**src/rtl/accum_stage.sv**
```systemverilog
// rtl/accum_stage.sv - groups COUNT operands into one sum with sticky carry-out flag
// Optional build macro: ACCUM_SATURATE_EN (clamp the sum to all ones on carry-out instead of wrapping)
module accum_stage #(
  parameter int N     = 4,
  parameter int COUNT = 4
) (
  input  logic         clk,
  input  logic         rst,
  input  logic         in_valid,
  output logic         in_ready,
  input  logic [N-1:0] in_data,
  output logic         out_valid,
  input  logic         out_ready,
  output logic [N-1:0] out_sum,
  output logic         out_ovf
);

  // A counter of at least one bit keeps COUNT=1 legal.
  localparam int CW = (COUNT > 1) ? $clog2(COUNT) : 1;
  localparam logic [CW-1:0] LAST = CW'(COUNT - 1);

  typedef enum logic {
    ACCUM = 1'b0,
    DONE  = 1'b1
  } state_t;

  state_t        state;
  logic [N-1:0]  acc;
  logic          ovf;
  logic [CW-1:0] cnt;

  logic [N:0]    sum_ext;
  logic          carry;
  logic [N-1:0]  acc_next;

  // Adder with carry-in 0; the extra bit is the carry-out feeding the sticky flag.
  always_comb begin
    sum_ext = {1'b0, acc} + {1'b0, in_data};
    carry   = sum_ext[N];
`ifdef ACCUM_SATURATE_EN
    acc_next = carry ? {N{1'b1}} : sum_ext[N-1:0];
`else
    acc_next = sum_ext[N-1:0];
`endif
  end

  // Group FSM: accumulate COUNT operands, then hold the result until it is consumed.
  always_ff @(posedge clk) begin
    if (rst) begin
      state <= ACCUM;
      acc   <= '0;
      ovf   <= 1'b0;
      cnt   <= '0;
    end else begin
      case (state)
        ACCUM: begin
          if (in_valid) begin
            acc <= acc_next;
            ovf <= ovf | carry;
            cnt <= cnt + 1'b1;
            if (cnt == LAST) begin
              state <= DONE;
            end
          end
        end
        DONE: begin
          if (out_ready) begin
            acc   <= '0;
            ovf   <= 1'b0;
            cnt   <= '0;
            state <= ACCUM;
          end
        end
        default: begin
          state <= ACCUM;
        end
      endcase
    end
  end

  // Handshake flags depend on the state register alone, never on in_valid/out_ready.
  assign in_ready  = (state == ACCUM);
  assign out_valid = (state == DONE);
  assign out_sum   = acc;
  assign out_ovf   = ovf;

endmodule

```
**config.mk**
```make
export PLATFORM = sky130hd
export DESIGN_NAME = accum_stage
export DESIGN_NICKNAME = d
export VERILOG_FILES = /design/src/rtl/accum_stage.sv
export SDC_FILE = /design/constraint.sdc
export NUM_CORES = 1
export LEC_CHECK = 0
export ABC_AREA = 1
export CAP_MARGIN = 10
export CORE_AREA = 2 2 39 41
export DETAILED_ROUTE_END_ITERATION = 16
export DIE_AREA = 0 0 41 43
export PLACE_DENSITY = 0.69
export REMOVE_ABC_BUFFERS = 1
export SETUP_SLACK_MARGIN = 0.2
export SLEW_MARGIN = 5
export SYNTH_ARGS = -nofsm -noshare
export SYNTH_HDL_FRONTEND = slang
export SYNTH_SLANG_ARGS = --single-unit
```
**constraint.sdc**
```tcl
create_clock -name clk -period 3.1 [get_ports clk]
set_clock_uncertainty 0.15 [all_clocks]
set_input_delay 0.775 -clock clk [delete_from_list [all_inputs] [get_ports clk]]
set_output_delay 0.775 -clock clk [all_outputs]
set_load 0.02 [all_outputs]
```
======== After elaboration in Yosys (flattened, before gate mapping) ========
Cells that the tools add are included.
cells by class
  add/subtract/negate cells ............... 2
  equal/unequal tests ..................... 3
  mux-type cells .......................... 13
  bitwise logic cells ..................... 2
  reductions and logical operators ........ 1
operators by type and width
  kind                   number
  $mux W4                2
  $pmux W4 S2            1
  $add A4 B4 Y5          1
  $mux W1                5
  $mux W2                2
  $ne A2 B2 Y1 const B   2
  $pmux W1 S2            2
  $pmux W2 S2            1
  $add A2 B1 Y2 const B  1
  $eq A2 B2 Y1 const B   1
  $reduce_and A2 Y1      1
  $not A1 Y1             1
  $or A1 B1 Y1           1
word-level totals
  bits in registers ....................... 8
  bits of input ports ..................... 8
  logic and storage cells ................. 25

======== Longest topological paths before layout ========
  depth after elaboration ................. 4
  depth in mapped cells ................... 8
  depth with buffers taken out ............ 8

======== Worst setup path after synthesis ========
No wires, ideal clock.
  path kind ............................... input to register
  start point ............................. input port in_data[0]
  end point ............................... register acc[1], in the netlist out_sum[1]
  data arrival time ....................... 1.696 ns
  path slack .............................. 1.190 ns
  cell stages on the path ................. 6
  path buffers ............................ 0
  path through ............................ ha_1 > inv_1 > fa_1 > o22ai_1 > inv_1 > nor2_1
on the way
  cells in the longest elaborated chain, start to end .. 3
ends and longest elaborated chain
  element                 line  text
  start: declaration      11    input logic [N-1:0] in_data,
  $add A4 B4 Y5           38    sum_ext = {1'b0, acc} + {1'b0, in_data};
  $mux W4                 57    if (in_valid) begin
  $pmux W4 S2             55    case (state)
  end signal: assignment  58    acc <= acc_next;
  end: declaration        28    logic [N-1:0] acc;
No other way between the ends. The select of a mux whose other input is x is not followed.
A chain may end at the register's enable or synchronous reset.

======== Final worst setup path ========
  start point ............................. register state, in the netlist out_valid
  end point ............................... output port in_ready
on the way
  cells in the longest elaborated chain, start to end .. 1
ends and longest elaborated chain
  element                   line  text
  start: declaration        27    state_t state;
  start signal: assignment  50    state <= ACCUM;
  start signal: assignment  62    state <= DONE;
  start signal: assignment  71    state <= ACCUM;
  $not A1 Y1                n/a
  end: declaration          10    output logic in_ready,
No other way between the ends.

==> impl_metrics.yaml <==
clocking:
  postCtsSetupRepairBufs: 0
  cts_tree: "yes"
  h-tree-depth: 1
  cts-hold-fix-buffers: 0
  ctsRootBufferMaster: "clkbuf_4"
  cts.clk_slew.worst_paths_ns: 0.06
  cts.repair.resized: 0
  cts.sinks: 8
  clk_path_buf_depth: 2
  insertion_delay_ns: 0.25
  numCtsBuffers: 3
timing:
  whs_ns: 0.316
  worst_pin_slew_ns: 0.236
  drv_slew: 0
  min_period_ns: 2.19
  rsz0062_at_grt: "false"
  finalSetupTns_ns: 0
  slew-limit-headroom_pct: 84.2
  worst_slack_ns: 0.912
  fmax_mhz: 457
  setup_viol: 0
  post-route-period-util_pct: 70.6
  hold_viol: 0
detailed_routing:
  wirelength_um: 891
  route.vias.total: 419
  via_per_inst: 4.55
  antenna_left: 0
  first_pass_iters: 4
  drtIter0Drc: 8
  wire_per_inst_um: 9.68
  drc_errors: 0
job:
  max_cap_violations: 0
worst_hold_path:
  hold_path.class: "register to register"
floorplan:
  initial_utilization_pct: 33.0
  fp-row-count: 14
  io_pins: 15
  die_h_um: 43
  design.core.area_mm2: 0.00138
  dieArea_mm2: 0.00176
  fp.dieW_um: 41
power_and_ir_drop:
  leakage_nw: 0.288
  combinationalPowerShare_pct: 27.2
  intPower_uw: 192
  p_seq_share_pct: 42.7
  vdd_drop_max_mv: 0.251
  swShare_pct: 29.9
  p_sw_uw: 81.8
  finalPower_uw: 274
  power_density_mw_per_mm2: 428
  power_frac_clock_pct: 30.1
setup_path:
  crit_family: "buffers and inverters"
  slowest_stage: "clkdlybuf4s50_1"
  max_stage_delay_ns: 0.60
  path_cells: "inv_2 > clkdlybuf4s50_1"
  cp-start-kind: "register"
  cp_max_fo: 4
  path_buf_inv: 2
  endpoint_kind: "output pin"
  cp.arrival_ns: 1.26
  path_class: "register to output pin"
  required_ns: 2.17
placed_design:
  gp_congestion: 0.720
  numPortBuffers: 14
  dp_slack_ns: 0.644
  dpl.hpwl_um: 707
global_route:
  grt_pass1_wl_mm: 1.48
  grt_max_degree: 7
  antenna_found_initial: 0
  grt_overflow: 0
  gr-usage-all-layers_pct: 12.2
  grt_pass1_vias: 405
synthesis:
  ys_seq_area_share_pct: 35.1
  synth_cells: 59
  syn-cell-area_um2: 457
  ys_ff_latch: 8
  synth_warnings: 0
  yosys.cell_types.count: 14
  synth.avg_cell_area_um2: 7.74
final_layout:
  drive_above_1_share_pct: 10.5
  antenna_cells: 0
  area_delta_synth_final_pct: 40.0
  n_fill_cell: 143
  final_nets: 92
  fin_util_pct: 46.2
outcome:
  status: "finished clean"
worst register-to-register path: cells and delay by family (launching register included):
kind | cells | cell delay (ns)
AOI/OAI and AO/OA | 1 | 0.17
buffers and inverters | 2 | 0.12
and+or+nand+nor | 1 | 0.07
DFF | 1 | 0.35
adders and majority gates | 2 | 0.64
registers in the layout, indices dropped and copies added, names as in the netlist:
register / flops
out_sum: 4
cnt: 2
out_ovf: 1
out_valid: 1
placed cells by master (no fill, tap or decap), types with 2 or more instances in the layout:
cell	count
nand3_1	4
clkdlybuf4s50_1	14
dfxtp_1	8
nand2_1	11
nand2_4	2
a21oi_1	10
o21ai_0	2
nor2_1	3
ha_1	5
inv_1	9
clkbuf_4	3
stage by stage:
step           instances  cell area (um^2)
2_1_floorplan         59               457
3_3_place_gp          89               617
3_5_place_dp          89               617
4_1_cts               92               639
5_1_grt               92               639
6_report              92               639
final timing paths:
check | from | end | slack, ns | cells after the start
min | cnt[1]$_SDFFE_PP0P_ | cnt[1]$_SDFFE_PP0P_ | 0.32 | 2
max | out_valid$_SDFF_PP0_ | in_ready | 0.91 | 2
max reg2reg | out_sum[0]$_SDFFE_PP0P_ | out_sum[1]$_SDFFE_PP0P_ | 1.55 | 6
min reg2reg | cnt[1]$_SDFFE_PP0P_ | cnt[1]$_SDFFE_PP0P_ | 0.32 | 2
per-layer routing:
layer	vias to the layer above	wire [um]	part of all wire [%]	GRT usage (%)
met5	-	0	0	0
met4	0	0	0	4.00
met3	0	45	5.1	4.71
li1	224	-	-	-
met2	7	437	49	20.0
met1	188	408	46	13.7
synth_stat cells (all sizes together):
| cell type | count | area share (%) |
|---|---|---|
| nand2 | 13 | 14 |
| a21oi | 10 | 11 |
| inv | 10 | 8.2 |
| dfxtp | 8 | 35 |
| ha | 5 | 14 |
| nand3 | 5 | 6.6 |
| nor2 | 3 | 2.5 |
| o21ai | 2 | 2.2 |
| clkinv | 1 | 1.1 |
| fa | 1 | 4.4 |
| o22ai | 1 | 1.4 |
power groups by stage:
stage / sequential, mW / clock, mW / combinational (mW)
finish: 0.117 / 0.0824 / 0.0745
global route: 0.118 / 0.0868 / 0.0844
CTS: 0.117 / 0.0827 / 0.0753
detailed placement: 0.119 / 0 / 0.0749
global placement: 0.119 / 0 / 0.0742
floorplan: 0.126 / 0 / 0.0373
kinds of logic (layout without fill, tap and decap cells):
family / after synthesis / in the layout / share of synthesized area (%)
flip-flops: 8 / 8 / 35.1
adder cells (fa/ha/maj): 6 / 6 / 18.1
AND/OR/NAND/NOR: 21 / 21 / 23.0
AO/OA/AOI/OAI: 13 / 13 / 14.5
buffers and inverters: 11 / 28 / 9.31
layout make-up:
cell class,count,area [um^2],share of cell area [%]
clock buffers,3,22.5,3.52
flip-flops and latches,8,160,25.0
repair buffers,14,140,21.9
well taps,16,20.0,3.13
multi-input cells,40,254,39.7
inverters,11,42.5,6.65
No activity file was read; power rests on OpenSTA's default activity.
